--- src/rtl/sonic_eth_loopback_line_skid_timing_adapter_pkg.sv ---
// Shared constants for the loopback line skid timing adapter.
// Covers payload width, default FIFO sizing and the drop-counter width.
package sonic_eth_loopback_line_skid_timing_adapter_pkg;
  localparam int LINE_W         = 72;
  localparam int FIFO_DEPTH_DEF = 8;
  localparam int AFULL_DEF      = 6;
  localparam int DROP_CNT_W     = 16;

  typedef logic [DROP_CNT_W-1:0] drop_cnt_t;
  localparam drop_cnt_t DROP_CNT_MAX = '1;

  function automatic drop_cnt_t drop_cnt_inc(input drop_cnt_t v);
    return (v == DROP_CNT_MAX) ? v : v + drop_cnt_t'(1);
  endfunction
endpackage

--- src/rtl/sonic_eth_loopback_line_skid_timing_adapter_if.sv ---
// Avalon-ST upstream/downstream bus and statistics signals of the skid adapter.
// The slave modport is the adapter's view; master is the driver/sink view.
interface sonic_eth_loopback_line_skid_timing_adapter_if
  import sonic_eth_loopback_line_skid_timing_adapter_pkg::*;
#(
  parameter int DATA_W = LINE_W,
  parameter int DEPTH  = FIFO_DEPTH_DEF
) ();
  localparam int FILL_W = $clog2(DEPTH) + 1;

  logic [DATA_W-1:0] in_data;
  logic              in_valid;
  logic              in_ready;
  logic [DATA_W-1:0] out_data;
  logic              out_valid;
  logic              out_ready;
  logic [FILL_W-1:0] fill_level;
  logic              overflow;
  drop_cnt_t         drop_count;
  logic              clear_stats;

  modport master (
    output in_data, in_valid, out_ready, clear_stats,
    input  in_ready, out_data, out_valid, fill_level, overflow, drop_count
  );

  modport slave (
    input  in_data, in_valid, out_ready, clear_stats,
    output in_ready, out_data, out_valid, fill_level, overflow, drop_count
  );
endinterface

--- src/rtl/sonic_eth_loopback_line_fwft_fifo.sv ---
// First-word-fall-through circular FIFO; occupancy is tracked by a fill counter,
// so full/empty never depend on pointer comparison.
module sonic_eth_loopback_line_fwft_fifo #(
  parameter int DATA_W = 72,
  parameter int DEPTH  = 8,
  localparam int PTR_W  = $clog2(DEPTH),
  localparam int FILL_W = $clog2(DEPTH) + 1
) (
  input  logic              clk,
  input  logic              reset,
  input  logic              wr_valid,
  input  logic [DATA_W-1:0] wr_data,
  input  logic              rd_ready,
  output logic              accept,
  output logic              rd_valid,
  output logic [DATA_W-1:0] rd_data,
  output logic [FILL_W-1:0] fill,
  output logic [FILL_W-1:0] fill_next
);
  logic [DATA_W-1:0] mem [DEPTH];
  logic [PTR_W-1:0]  wr_ptr, rd_ptr;
  logic              full, pop;

  assign full     = (fill == FILL_W'(DEPTH));
  assign rd_valid = (fill != '0);
  assign pop      = rd_valid & rd_ready;
  // A full FIFO still takes a beat when the head leaves in the same cycle.
  assign accept   = wr_valid & (~full | pop);
  assign rd_data  = rd_valid ? mem[rd_ptr] : '0;

  always_comb begin
    fill_next = fill;
    case ({accept, pop})
      2'b10:   fill_next = fill + FILL_W'(1);
      2'b01:   fill_next = fill - FILL_W'(1);
      default: fill_next = fill;
    endcase
  end

  always_ff @(posedge clk) begin
    if (reset) begin
      wr_ptr <= '0;
      rd_ptr <= '0;
      fill   <= '0;
    end else begin
      if (accept) wr_ptr <= wr_ptr + PTR_W'(1);
      if (pop)    rd_ptr <= rd_ptr + PTR_W'(1);
      fill <= fill_next;
    end
  end

  always_ff @(posedge clk) begin
    if (!reset && accept) mem[wr_ptr] <= wr_data;
  end
endmodule

--- src/rtl/sonic_eth_loopback_line_skid_timing_adapter.sv ---
// Timing adapter from a non-stallable source to a backpressuring sink:
// FWFT buffering, advisory almost-full, sticky overflow and saturating drop count.
module sonic_eth_loopback_line_skid_timing_adapter
  import sonic_eth_loopback_line_skid_timing_adapter_pkg::*;
#(
  parameter int DATA_W       = LINE_W,
  parameter int DEPTH        = FIFO_DEPTH_DEF,
  parameter int AFULL_THRESH = AFULL_DEF
) (
  input logic clk,
  input logic reset,
  sonic_eth_loopback_line_skid_timing_adapter_if.slave bus
);
  localparam int FILL_W = $clog2(DEPTH) + 1;

  logic              accept, drop;
  logic [FILL_W-1:0] fill, fill_next;
  logic              in_ready_q, overflow_q;
  drop_cnt_t         drop_count_q;

  sonic_eth_loopback_line_fwft_fifo #(
    .DATA_W (DATA_W),
    .DEPTH  (DEPTH)
  ) u_fifo (
    .clk       (clk),
    .reset     (reset),
    .wr_valid  (bus.in_valid),
    .wr_data   (bus.in_data),
    .rd_ready  (bus.out_ready),
    .accept    (accept),
    .rd_valid  (bus.out_valid),
    .rd_data   (bus.out_data),
    .fill      (fill),
    .fill_next (fill_next)
  );

  assign drop = bus.in_valid & ~accept;

  always_ff @(posedge clk) begin
    if (reset) begin
      in_ready_q   <= 1'b1;
      overflow_q   <= 1'b0;
      drop_count_q <= '0;
    end else begin
      in_ready_q <= (fill_next < FILL_W'(AFULL_THRESH));
      // A drop coincident with a clear is the first event of the new window.
      if (bus.clear_stats) begin
        overflow_q   <= drop;
        drop_count_q <= drop_cnt_t'(drop);
      end else if (drop) begin
        overflow_q   <= 1'b1;
        drop_count_q <= drop_cnt_inc(drop_count_q);
      end
    end
  end

`ifndef SYNTHESIS
  always_ff @(posedge clk) begin
    if (!reset && drop) $display("%m: dropped beat %h at fill %0d", bus.in_data, fill);
  end
`endif

  assign bus.in_ready   = in_ready_q;
  assign bus.overflow   = overflow_q;
  assign bus.drop_count = drop_count_q;
  assign bus.fill_level = fill;
endmodule

--- src/flat_wrapper.sv ---
// flat-port wrapper written by rule: the top's interface ports become plain ports
module sonic_eth_loopback_line_skid_timing_adapter_flat import sonic_eth_loopback_line_skid_timing_adapter_pkg::*;
#(
  parameter int DATA_W       = LINE_W,
  parameter int DEPTH        = FIFO_DEPTH_DEF,
  parameter int AFULL_THRESH = AFULL_DEF
)
  (clk, reset, bus_in_data, bus_in_valid, bus_out_ready, bus_clear_stats, bus_in_ready, bus_out_data, bus_out_valid, bus_fill_level, bus_overflow, bus_drop_count);
  sonic_eth_loopback_line_skid_timing_adapter_if #(.DATA_W(DATA_W), .DEPTH(DEPTH)) bus_i ();
  input logic clk;
  input logic reset;
  input wire logic [$bits(bus_i.in_data)-1:0] bus_in_data;
  input wire logic [$bits(bus_i.in_valid)-1:0] bus_in_valid;
  input wire logic [$bits(bus_i.out_ready)-1:0] bus_out_ready;
  input wire logic [$bits(bus_i.clear_stats)-1:0] bus_clear_stats;
  output wire logic [$bits(bus_i.in_ready)-1:0] bus_in_ready;
  output wire logic [$bits(bus_i.out_data)-1:0] bus_out_data;
  output wire logic [$bits(bus_i.out_valid)-1:0] bus_out_valid;
  output wire logic [$bits(bus_i.fill_level)-1:0] bus_fill_level;
  output wire logic [$bits(bus_i.overflow)-1:0] bus_overflow;
  output wire logic [$bits(bus_i.drop_count)-1:0] bus_drop_count;
  assign bus_i.in_data = bus_in_data;
  assign bus_i.in_valid = bus_in_valid;
  assign bus_i.out_ready = bus_out_ready;
  assign bus_i.clear_stats = bus_clear_stats;
  assign bus_in_ready = bus_i.in_ready;
  assign bus_out_data = bus_i.out_data;
  assign bus_out_valid = bus_i.out_valid;
  assign bus_fill_level = bus_i.fill_level;
  assign bus_overflow = bus_i.overflow;
  assign bus_drop_count = bus_i.drop_count;
  sonic_eth_loopback_line_skid_timing_adapter #(.DATA_W(DATA_W), .DEPTH(DEPTH), .AFULL_THRESH(AFULL_THRESH)) u_core (.clk(clk), .reset(reset), .bus(bus_i));
endmodule
--- config.mk ---
export PLATFORM = sky130hd
export DESIGN_NAME = sonic_eth_loopback_line_skid_timing_adapter_flat
export DESIGN_NICKNAME = d
export VERILOG_FILES = /design/src/rtl/sonic_eth_loopback_line_skid_timing_adapter_pkg.sv /design/src/rtl/sonic_eth_loopback_line_skid_timing_adapter_if.sv /design/src/rtl/sonic_eth_loopback_line_fwft_fifo.sv /design/src/rtl/sonic_eth_loopback_line_skid_timing_adapter.sv /design/src/flat_wrapper.sv
export SDC_FILE = /design/constraint.sdc
export NUM_CORES = 1
export LEC_CHECK = 0
export BUFFER_PORTS_ARGS = -buffer_cell sky130_fd_sc_hd__buf_2
export CORE_MARGIN = 1.5
export CORE_UTILIZATION = 40
export CTS_CLUSTER_SIZE = 25
export DETAILED_ROUTE_END_ITERATION = 12
export PLACE_DENSITY = 0.62
export SYNTH_ARGS = -nofsm -noshare
export SYNTH_HDL_FRONTEND = slang
export SYNTH_SLANG_ARGS = --single-unit
--- constraint.sdc ---
create_clock -name clk -period 13 [get_ports clk]
set_input_delay 1.95 -clock clk [delete_from_list [all_inputs] [get_ports clk]]
set_output_delay 1.95 -clock clk [all_outputs]
set_load 0.1 [all_outputs]
Yosys cells after proc, flatten, opt, wreduce, memory -nomap -nowiden
Memory sizes are Yosys's and may differ from the RTL's. A register that Yosys moved wholly into a read port is not among the register bits. Index checks and enable logic that the tools add are counted. W data, S select, Z words.

Register bits after elaboration: 28. RAM bits: 576. Word-level logic and storage cells: 44. Memories kept: 1.

Memories: u_core.u_fifo.mem (depth 8, width 72, rd ports 1, clocked after memory_dff 1, wr ports 1, RTL line sonic_eth_loopback_line_fwft_fifo.sv:20) `logic [DATA_W-1:0] mem [DEPTH];`.

Magnitude comparators: 1. Reductions and logical operators: 7. Multiplexer cells: 11. Eq/ne operators: 5. Add/subtract/negate cells: 5. Bitwise operators: 7.

Operators by type and width (number): $mux W72 (1); $add A16 B1 Y16 const B (1); $eq A16 B16 Y1 const B (1); $pmux W4 S2 (1); $mux W1 (7); $add A3 B1 Y3 const B (2); $mux W3 (2); $add A4 B1 Y4 const B (1); $eq A4 B4 Y1 const B (1); $lt A4 B3 Y1 const B (1); $reduce_and A2 Y1 (2); $reduce_bool A4 Y1 (1); $sub A4 B1 Y4 const B (1); $and A1 B1 Y1 (3); $not A1 Y1 (3); $eq A2 B1 Y1 const B (1); $eq A2 B2 Y1 const B (1); $ne A2 B2 Y1 const B (1); $reduce_bool A2 Y1 (1); $reduce_or A2 Y1 (1); $logic_and A1 B1 Y1 (1); $logic_not A1 Y1 (1); $or A1 B1 Y1 (1).

Logic depth before layout (Yosys ltp)
Gate-level depths: netlist (run 1).

Word-level depth: 8. Gate-level depth with buffers: 9.

Modules after synthesis
Synthesis (run 1) repeated with hierarchy kept, for this count alone.

Cell total of the unflattened synthesis: 1106. Area, all modules: 23418.7 um^2.

By module, submodules not included: sonic_eth_loopback_line_fwft_fifo (cells each 1002, area an instance 22529.1 um^2, instances 1); sonic_eth_loopback_line_skid_timing_adapter (cells each 104, area an instance 889.6 um^2, instances 1).

Worst setup path after synthesis (run 1)
Ideal clock, no wire load.

Path kind: in2reg. From: in bus_in_valid. To: mem u_core.u_fifo.mem[0][0], enable pin. Buffers on the path: 1. Arrival time: 9.236 ns. Library setup time: 0.680 ns. Path slack: 3.084 ns. Stages on the path: 4. Cells stage by stage: buf_2 -> o21a_1 -> nand2b_1 -> nor4_1.

Cells in the longest elaborated chain, start to end: 4.

RTL lines: start: declaration (RTL line flat_wrapper.sv:13) `input wire logic [$bits(bus_i.in_valid)-1:0] bus_in_valid;`; $and A1 B1 Y1 (RTL line sonic_eth_loopback_line_fwft_fifo.sv:28) `assign accept = wr_valid & (~full | pop);`; $logic_and A1 B1 Y1 (RTL line sonic_eth_loopback_line_fwft_fifo.sv:53) `if (!reset && accept) mem[wr_ptr] <= wr_data;`; $mux W1 (RTL line sonic_eth_loopback_line_fwft_fifo.sv:53); $mux W1 (implied by the code) (RTL line sonic_eth_loopback_line_fwft_fifo.sv:53); end: declaration (RTL line sonic_eth_loopback_line_fwft_fifo.sv:20).

Every way passes these cells.

==> results of run 1 <==
==> layout by cell type, fill, tap and decap left out, types with 6 or more instances in the layout <==
cell type / instances
buf_4: 24
nor2_1: 86
mux2i_1: 80
clkinv_2: 11
or4_1: 6
dfxtp_1: 28
or3_1: 6
a21oi_1: 15
clkinv_1: 15
o31ai_1: 6
nand3_1: 10
clkbuf_1: 12
buf_2: 171
clkbuf_16: 71
nand2_1: 18
edfxtp_1: 576
mux4_2: 144
==> metal layers <==
layer	vias up	GRT usage (%)	part of all wire, %
li1	5025	-	-
met1	5998	22.7	44
met2	256	27.2	49
met3	79	3.86	4.7
met4	10	4.91	2.0
met5	-	0	0.13
==> flip-flops by register name, summed over array words and instances (netlist names), named ones only <==
register               flops
u_core.u_fifo.mem        576
u_core.bus.drop_count     16
u_core.u_fifo.fill         4
u_core.u_fifo.rd_ptr       3
u_core.u_fifo.wr_ptr       3
u_core.bus.in_ready        1
u_core.bus.overflow        1
==> how the worst min path moves through the flow <==
stage                                        from       end  slack [ps]  depth (start not counted)
after floorplan           u_core.u_fifo.rd_ptr[1]  register         450                          2
after global placement    u_core.u_fifo.rd_ptr[1]  register         470                          2
after detailed placement  u_core.u_fifo.rd_ptr[1]  register         480                          2
after CTS                 u_core.u_fifo.rd_ptr[1]  register         480                          2
after global routing      u_core.u_fifo.rd_ptr[1]  register         520                          2
final                     u_core.u_fifo.rd_ptr[1]  register         480                          2
==> area by class of cell <==
type                            instances  area share [%]
Tap cell                              765            3.50
Antenna cell                            1         0.00914
Multi-Input combinational cell        444            19.6
Inverter                                6          0.0822
Clock buffer                           83            6.65
Sequential cell                       607            65.5
Timing Repair Buffer                  195            3.78
Clock inverter                         36           0.946
==> worst min-delay path, cell delays in order (launching register included) <==
cell	delay, ps
dfxtp_1	310
nand2_1	50
a21oi_1	70
==> logic make-up (layout without fill, tap and decap cells) <==
| family | Yosys count | after routing | synth area share (%) |
|---|---|---|---|
| AO/OA/AOI/OAI | 45 | 45 | 1.37 |
| XOR/XNOR | 6 | 6 | 0.224 |
| flip-flops | 607 | 607 | 76.3 |
| buffers and inverters | 61 | 320 | 1.18 |
| AND/OR/NAND/NOR | 162 | 162 | 3.35 |
| multiplexers | 225 | 225 | 17.3 |
| adder cells (fa/ha/maj) | 6 | 6 | 0.351 |
| other | 0 | 1 | 0 |
==> stage by stage <==
stage                     setup WS [ps]  area [um2]  util (%)
final                              7190       27400      47.3
after global placement             7720       25300      43.7
after CTS                          7050       27400      47.3
after global routing               6810       27400      47.3
after detailed placement           7700       25300      43.7
after floorplan                    3080       23500         -
==> where the power goes <==
group          total, uW  switching [uW]  internal [uW]
clock network       1780             731           1050
logic               2160            1700            458
registers           2230            40.9           2190
total               6170            2470           3700
==> metrics.md, run 1 <==
| Metric | Value |
|---|---|
| Outcome | complete, no violations |
| Pins Over Slew Limit | 0 |
| GR Overflow Total | 0 |
| Critical path peak fanout | 44 |
| Count of different cell masters after synthesis | 55 |
| FF/Latch Area | 17900 um2 |
| Setup CP Type | register to output pin |
| Sum Neg Setup Slack | 0 ps |
| Post_cts resized | 0 |
| Crit path buf inv count | 3 |
| Final setup viols | 0 |
| CTS tree | done |
| Hold buffers post-CTS | 0 |
| Ports | 172 |
| Crit-path leading delay family | buffers and inverters |
| CTS max path bufs | 3 |
| Site Rows | 88 |
| Crit-path cells | buf_4 > buf_4 > mux4_2 > mux2i_1 > nor2_1 > buf_2 |
| Slew headroom | a little over a quarter |
| Top cells by count, synth | 576 x edfxtp_1, 144 x mux4_2, 90 x nor2_1, 80 x mux2i_1, 31 x dfxtp_1 |
| Routed vias | 11368 |
| CP Depth | 6 |
| Inst Count DP | 2017 |
| Max Cap Viol | 0 |
| Mean Syn Cell Area | roughly 21 um2 |
| Vias in the first global route | 12047 |
| Post-Route WL | between 40000 and 50000 um |
| Fin nets | 1403 |
| Drt wl/cell | 23.2 um |
| H-tree levels | 3 |
| Post-synthesis sequential area ratio | about three quarters |
| Lkg Pwr | 0.00878 uW |
| Overall Global Routing Usage | 16.8% |
| Pin slew with the least headroom to its limit | 1100 ps |
| Unrepaired setup endpoints after global routing | false |
| Dpl hpwl | roughly 26000 um |
| Crit path to | bus_out_data[53] |
| Root Buffer Master | clkbuf_16 |
| First-iteration detailed-routing DRC count | roughly 770 |
| Number of fill cells in the layout | 4901 |
| R2r startpoint | u_core.u_fifo.fill[0] |
| Post-DR vias/cell | 5.32 |
| Seq cells post-synth | 607 |
| Worst Setup Start Kind | register |
| Reg2reg setup slack | roughly 10000 ps |
| Hold Path Class | register to register |
| Die footprint | 60200 um2 |
| Worst R2R Path Depth | 6 |
| Critical Path End Type | output pin |
| CP max stage delay | 810 ps |
| Top cells by area, synth | edfxtp_1 74%, mux4_2 14%, mux2i_1 3.4% |
| Worst EP required | between 10000 and 15000 ps |
| Post-synth ARST share | 0% |
| Arrival time at the worst endpoint | 3860 ps |
| Synth Net Count | 1195 |
| Largest net degree at the start of global routing | 60 |
| Starting density of the core | around two fifths |
| Worst reg2reg endpoint | u_core.u_fifo.mem[0][37] |
| Syn Std Cell Area | 23500 um2 |
| Clock-pin slew on the worst setup and hold paths | 60 ps |
| Layout Cells excl Fill | around 2100 |
| Mapped Cells | 1112 |
| Post-synth top area share | 73.6% |
| Peak VDD IR | 0.000269 V |
| Hold Vio Cnt, Final | 0 |
| Share of post-route cells with drive strength above 1 | 33.0% |
| FMAX | 172 MHz |
| Area Growth Syn to Fin | 16.6% |
| Crit-path slowest cell | buf_4 |
| First-pass DRT Iterations | 4 |
| Worst-skew pair later-pin latency | 580 ps |
| Clock sink count | 607 |
| Post-CTS setup buffer count | 0 |
| Hold slack final | about 480 ps |
| Skew final | 19.3 ps |
| Routability Congestion | 0.756 |
| Die Y | roughly 250 um |
| CORE AREA | 57900 um2 |
| Die X | around 250 um |
| Most used cell, CP | buf_4 |
| Minimum clock period | a little under 6000 ps |
| PnR Total Power | 6170 uW |
| Post-DRT Antenna Nets | 0 |
| DRC | 0 |
| Period utilization | 44.7% |
| Port buffer count | 171 |
| Clock buffer count from CTS | 66 |
| Multi-input logic area | 5360 um2 |
| Global-route wire length before repair | 74700 um |
| Synth area leader | edfxtp_1 |
| Power density cells | ~230 nW/um2 |
| Most frequent cell after synthesis | edfxtp_1 |
| Top_reg_cell synth | edfxtp_1 |
| EDFF count, synth | 576 |
| Synth Warn # | 0 |
| Initial antenna violation count | 6 |
Power figures use the tool's default switching activity.
==> run 2: changes to the inputs <==
--- a/config.mk
+++ b/config.mk
@@ -10,7 +10,7 @@
 export CORE_UTILIZATION = 40
 export CTS_CLUSTER_SIZE = 25
 export DETAILED_ROUTE_END_ITERATION = 12
-export PLACE_DENSITY = 0.62
+export PLACE_DENSITY = 0.64
 export SYNTH_ARGS = -nofsm -noshare
 export SYNTH_HDL_FRONTEND = slang
 export SYNTH_SLANG_ARGS = --single-unit
==> constraint.sdc (replaced) <==
create_clock -name clk -period 4.96 [get_ports clk]
set_input_delay 0.744 -clock clk [delete_from_list [all_inputs] [get_ports clk]]
set_output_delay 0.744 -clock clk [all_outputs]
set_load 0.1 [all_outputs]
==> run 2 against run 1 <==
  * Register-to-register slack lost 7600 ps
  * Flip-flop and latch count did not move
  * Combinational power grew to 2.6 times the previous value
  * Utilization is 0.23 points higher
  * Critical endpoint is now bus_out_data[4]
  * Worst setup slack lost 5800 ps
  * Non-clock buffer count is 1 higher
  * Sequential power grew to 2.6 times the previous value
==> metrics.md, run 2 (synthesized netlist as in run 1, its figures left out) <==
| Metric | Value |
|---|---|
| Overall Global Routing Usage | around 17% |
| Site Rows | 88 |
| CP max stage delay | around 840 ps |
| Ports | ~170 |
| Area Growth Syn to Fin | 17.1% |
| Die footprint | roughly 60000 um2 |
| Reg with most FFs | u_core.u_fifo.mem |
| Post-CTS setup buffer count | 0 |
| Worst Setup Start Kind | register |
| Hold buffers post-CTS | 0 |
| Minimum clock period | 3610 ps |
| Peak VDD IR | 0.000511 V |
| CTS max path bufs | 3 |
| Root Buffer Master | clkbuf_16 |
| Placed Area | approximately 25000 um2 |
| Lkg Pwr | 0.00882 uW |
| Setup CP Type | register to output pin |
| Drt wl/cell | about 23 um |
| Fin nets | 1404 |
| Power density cells | 593 nW/um2 |
| Clock buffer count from CTS | 66 |
| Slew headroom | 27.0% |
| Crit-path cells | buf_12 > mux4_2 > mux2i_1 > nor2_1 > buf_2 |
| First-iteration detailed-routing DRC count | about 650 |
| Commonest non-fill, non-tap cell in the layout | edfxtp_1 |
| Worst EP required | 4220 ps |
| Fin area | 27500 um2 |
| Die X | ~250 um |
| DRC | 0 |
| Post_cts resized | 0 |
| Share of post-route cells with drive strength above 1 | 32.9% |
| Port buffer count | ~170 |
| Worst Slack Setup Final | between 1000 and 1500 ps |
| Ant. Diodes | 0 |
| Final setup viols | 0 |
| Global-route wire length before repair | between 70000 and 80000 um |
| Dpl hpwl | 26900 um |
| CORE AREA | 57900 um2 |
| Clock-pin slew on the worst setup and hold paths | 60 ps |
| DP Worst Slack | 1890 ps |
| Arrival time at the worst endpoint | around 2900 ps |
| Crit-path slowest cell | dfxtp_4 |
| Post-DR vias/cell | 5.29 |
| FMAX | 277 MHz |
| Unrepaired setup endpoints after global routing | false |
| Post-DRT Antenna Nets | 0 |
| PnR Total Power | 16300 uW |
| GR Overflow Total | 0 |
| Pin slew with the least headroom to its limit | 1100 ps |
| Pins Over Slew Limit | 0 |
| Critical Path End Type | output pin |
| Number of fill cells in the layout | slightly below 5000 |
| Outcome | complete, no violations |
| Clock sink count | 607 |
| Max Cap Viol | 0 |
| Routability Congestion | 0.746 |
| Starting density of the core | between 40% and 50% |
| Commonest non-fill, non-tap cells in the layout | 576 x edfxtp_1, 171 x buf_2, 144 x mux4_2 |
| Die Y | 245 um |
| H-tree levels | 3 |
| Largest register FFs | 576 |
| Routed vias | about 11000 |
| Skew final | roughly 21 ps |
| Hold Vio Cnt, Final | 0 |
| Worst-skew pair later-pin latency | 590 ps |
| Initial antenna violation count | 9 |
| Critical path peak fanout | 54 |
| Post-Route WL | 49500 um |
| Largest net degree at the start of global routing | a little under 80 |
| Period utilization | 72.9% |
| CTS tree | done |
| Hold Path Class | primary input to register |
| Vias in the first global route | 11955 |
| First-pass DRT Iterations | 5 |
==> run 2: worst max-delay path, delay by kind of cell, from the launching register on <==
kind | cells | cell delay (ps)
flip-flops | 1 | 840
buffers and inverters | 2 | 860
multiplexers | 2 | 330
AND/OR/NAND/NOR | 1 | 190
==> run 2: worst paths after layout <==
kind	start	endpoint	slack, ps	cells after the start
max	register	bus_out_data[4]	1350	5
min	bus_in_data[19]	u_core.u_fifo.mem[4][19]	420	1
min reg2reg	u_core.bus.overflow	u_core.bus.overflow	510	2
max reg2reg	u_core.u_fifo.fill[0]	u_core.bus.in_ready	2230	8
==> run 2: per-layer routing <==
| layer | wire (um) | vias up | track usage (%) | share of wire (%) |
|---|---|---|---|---|
| met5 | 85 | - | 0 | 0.17 |
| met4 | 1120 | 14 | 5.21 | 2.3 |
| met3 | 2330 | 95 | 3.91 | 4.7 |
| met2 | 24200 | 240 | 27.0 | 49 |
| met1 | 21700 | 5935 | 22.6 | 44 |
| li1 | - | 5014 | - | - |
==> run 2: per-stage QoR <==
step	utilization [%]	instances	setup TNS, ps	hold slack (ps)
2_1_floorplan	-	1112	-100660	454
3_3_place_gp	43.9	2018	0	484
3_5_place_dp	43.9	2018	0	498
4_1_cts	47.5	2137	0	385
5_1_grt	47.5	2137	0	389
6_report	47.5	2137	0	424
==> run 2: final cells by class <==
type	instances	area, um2	share of cell area [%]
sequential	607	17900	65.2
multi-input combinational	444	5390	19.6
clock buffer	82	1810	6.57
timing repair buffer	196	1110	4.02
tap	765	957	3.48
clock inverter	37	309	1.12
inverter	6	22.5	0.0818
==> run 2: report_power, final <==
part	switching (uW)	internal (uW)
Clock	1920	2840
Sequential	107	5740
Combinational	4480	1240
==> run 3: changes to the inputs <==
--- a/config.mk
+++ b/config.mk
@@ -5,12 +5,13 @@
 export SDC_FILE = /design/constraint.sdc
 export NUM_CORES = 1
 export LEC_CHECK = 0
+export ABC_AREA = 1
 export BUFFER_PORTS_ARGS = -buffer_cell sky130_fd_sc_hd__buf_2
 export CORE_MARGIN = 1.5
 export CORE_UTILIZATION = 40
 export CTS_CLUSTER_SIZE = 25
 export DETAILED_ROUTE_END_ITERATION = 12
-export PLACE_DENSITY = 0.64
+export PLACE_DENSITY = 0.62
 export SYNTH_ARGS = -nofsm -noshare
 export SYNTH_HDL_FRONTEND = slang
 export SYNTH_SLANG_ARGS = --single-unit
==> constraint.sdc (replaced) <==
create_clock -name clk -period 3.4 [get_ports clk]
set_input_delay 0.51 -clock clk [delete_from_list [all_inputs] [get_ports clk]]
set_output_delay 0.51 -clock clk [all_outputs]
set_load 0.1 [all_outputs]
==> run 3 against run 2 <==
  * First-iteration DRC count increased by 81%
  * Power increased by 51%
  * Die area increased by 1.7%
  * Largest cell class unchanged
==> metrics.md, run 3 <==
| Metric | Value |
|---|---|
| Number of fill cells in the layout | 5061 |
| Lkg Pwr | 0.00964 uW |
| Hold Vio Cnt, Final | 0 |
| Worst EP required | 2890 ps |
| Clock share of power | 27.6% |
| Post-DRT Antenna Nets | 0 |
| Minimum clock period | 3270 ps |
| Global-route wire length before repair | slightly below 90000 um |
| Pin slew with the least headroom to its limit | 706 ps |
| Hold Path Class | primary input to register |
| Top cells by count, synth | 576 x edfxtp_1, 460 x nor2_1, 270 x o21ai_0, 102 x o21ai_1 |
| Drt wl/cell | 19.7 um |
| Synth area leader | edfxtp_1 |
| Seq cells post-synth | 607 |
| Worst Setup Start Kind | register |
| Setup CP Type | register to output pin |
| Max Cap Viol | 0 |
| Routability Congestion | around 0.8 |
| Sw frac | about 39% |
| Worst min-delay path endpoint | u_core.u_fifo.mem[3][25] |
| Overall Global Routing Usage | 18.4% |
| Reg2reg setup slack | 1060 ps |
| Post-synth top area share | 72.4% |
| Synth Net Count | 1957 |
| Largest net degree at the start of global routing | 89 |
| H-tree levels | 2 |
| Top_reg_cell synth | edfxtp_1 |
| Area Growth Syn to Fin | 21.5% |
| First-pass DRT Iterations | 5 |
| Root Buffer Master | clkbuf_16 |
| Syn Std Cell Area | 23900 um2 |
| Die Y | about 250 um |
| EDFF count, synth | roughly 580 |
| GR Overflow Total | 0 |
| Outcome | complete, no violations |
| Post-DR vias/cell | 5.34 |
| Period utilization | 96.1% |
| Synth Warn # | 0 |
| Start point of the worst hold path | bus_in_data[25] |
| Die footprint | 61200 um2 |
| Psw | 9720 uW |
| Post-Route WL | 56500 um |
| Worst Slack Setup Final | between 100 and 150 ps |
| Most frequent cell after synthesis | edfxtp_1 |
| Worst-skew pair later-pin latency | 620 ps |
| Reg with most FFs | u_core.u_fifo.mem |
| Crit-path slowest cell | dfxtp_4 |
| Mapped Cells | 1874 |
| Commonest non-fill, non-tap cells in the layout | 576 x edfxtp_1, 456 x nor2_1, 270 x o21ai_0 |
| Crit-path cells | buf_4 > o21ai_0 > o22ai_1 > o21ai_1 > a31oi_2 > buf_2 |
| Slew headroom | 52.9% |
| Pins Over Slew Limit | 0 |
| Pint | 15000 uW |
| Post-synth ARST share | 0% |
| Share of post-route cells with drive strength above 1 | 19.6% |
| CTS tree | done |
| Initial antenna violation count | 6 |
| Dpl hpwl | 30500 um |
| Count of different cell masters after synthesis | 32 |
| Comb pwr share | between 30% and 40% |
| Unrepaired setup endpoints after global routing | true |
| Top cells by area, synth | edfxtp_1 72%, nor2_1 7.2%, o21ai_0 5.7% |
| Layout Cells excl Fill | roughly 2900 |
| Worst R2R Path Depth | 7 |
| CP max stage delay | roughly 500 ps |
| Crit path buf inv count | 2 |
| Routed vias | 15316 |
| Die X | 247 um |
| DP Worst Slack | 657 ps |
| Fin nets | 2117 |
| Clock-pin slew on the worst setup and hold paths | 60 ps |
| Vias in the first global route | between 15000 and 20000 |
| Site Rows | 89 |
| Critical path peak fanout | 40 |
| CORE AREA | between 50000 and 60000 um2 |
| Seq pwr share | 34.2% |
| R2r startpoint | u_core.u_fifo.fill[2] |
| Mean Syn Cell Area | 12.8 um2 |
| PnR Total Power | 24700 uW |
| Clock sink count | between 600 and 700 |
| Final setup viols | 0 |
| First-iteration detailed-routing DRC count | 1183 |
| Peak VDD IR | 0.000701 V |
| Worst reg2reg endpoint | u_core.u_fifo.mem[1][42] |
| Inst Count DP | about 2700 |
| DRC | 0 |
| FMAX | ~310 MHz |
| Clock buffer count from CTS | 61 |
| Port buffer count | 171 |
| Arrival time at the worst endpoint | between 2000 and 3000 ps |
| Post-synthesis sequential area ratio | around three quarters |
| Power density cells | 851 nW/um2 |
| Skew final | 16.0 ps |
| Crit-path leading delay family | buffers and inverters |
| Commonest non-fill, non-tap cell in the layout | edfxtp_1 |
| Critical Path End Type | output pin |
| Largest register FFs | 576 |
| CTS max path bufs | 3 |
| Starting density of the core | roughly 40% |
| Ports | 172 |
| Hold path cells | 1 |
-- run 3: cell count changes after synthesis, sizes merged, moves of 6 or more --
cell,delta
nand3,+7
inv,+27
mux2i,-80
or4,-6
o21ai,+368
clkbuf,+38
nand2,+49
or3,-6
o31ai,-6
a31oi,+71
o22ai,+72
buf,+27
nor2,+370
mux4,-144
-- run 3: per-layer routing --
metal / vias to the layer above / global-route usage [%] / wire length, um
li1: 7207 / - / -
met1: 7532 / 25.0 / 24600
met2: 459 / 30.2 / 27100
met3: 114 / 3.10 / 3280
met4: 4 / 6.02 / 1480
met5: - / 0 / 24
-- run 3: final cells by class --
type | instances | area, um2 | share of cell area, %
Clock buffer | 70 | 1580 | 5.44
Inverter | 34 | 143 | 0.491
Clock inverter | 45 | 477 | 1.64
Antenna cell | 10 | 25.0 | 0.0862
Tap cell | 773 | 967 | 3.33
Sequential cell | 607 | 17900 | 61.8
Multi-Input combinational cell | 1113 | 5730 | 19.7
Timing Repair Buffer | 217 | 2190 | 7.54
-- run 3: power by group through the flow --
stage	combinational, uW	clock (uW)	sequential [uW]
after global placement	9360	0	8620
after floorplan	6620	0	8660
after detailed placement	9440	0	8630
after global routing	9990	7260	8470
after CTS	9490	6990	8450
final	9420	6830	8450
-- run 3: kinds of logic (layout without fill, tap and decap cells) --
kind of cell / after synthesis / in the layout / share of synthesized area, %
flops: 607 / 607 / 75.0
simple gates: 562 / 562 / 9.13
compound gates: 535 / 535 / 12.0
buf+inv: 154 / 366 / 3.24
xor+xnor: 10 / 10 / 0.366
fa+ha+maj: 6 / 6 / 0.345
other cells: 0 / 10 / 0
-- run 3: worst max-delay path by stage --
stage,from,end,slack [ps],cells past startpoint
2_1_floorplan,u_core.u_fifo.fill[2],u_core.u_fifo.mem[1][0],-90,6
4_1_cts,register,bus_out_data[16],60,7
3_5_place_dp,register,bus_out_data[63],660,7
5_1_grt,register,bus_out_data[55],-30,8
6_report,register,bus_out_data[38],130,6
3_3_place_gp,register,bus_out_data[50],680,7
-- run 3: metrics by stage --
stage	hold slack, ps	setup TNS, ps	instance area, um2	utilization, %
floorplan	433	-24860	24400	-
global placement	444	0	26900	45.6
detailed placement	457	0	26900	45.6
CTS	116	0	29000	49.1
global route	132	-141	29000	49.2
finish	156	0	29000	49.2
-- run 3: timing repair --
| action | in CTS | in global routing |
|---|---|---|
| hold buffers | 0 | 0 |
| pin swaps | 0 | 0 |
| setup buffers | 1 | 0 |
| resized for setup | 0 | 7 |
| endpoints found under the setup margin | 3 | 13 |
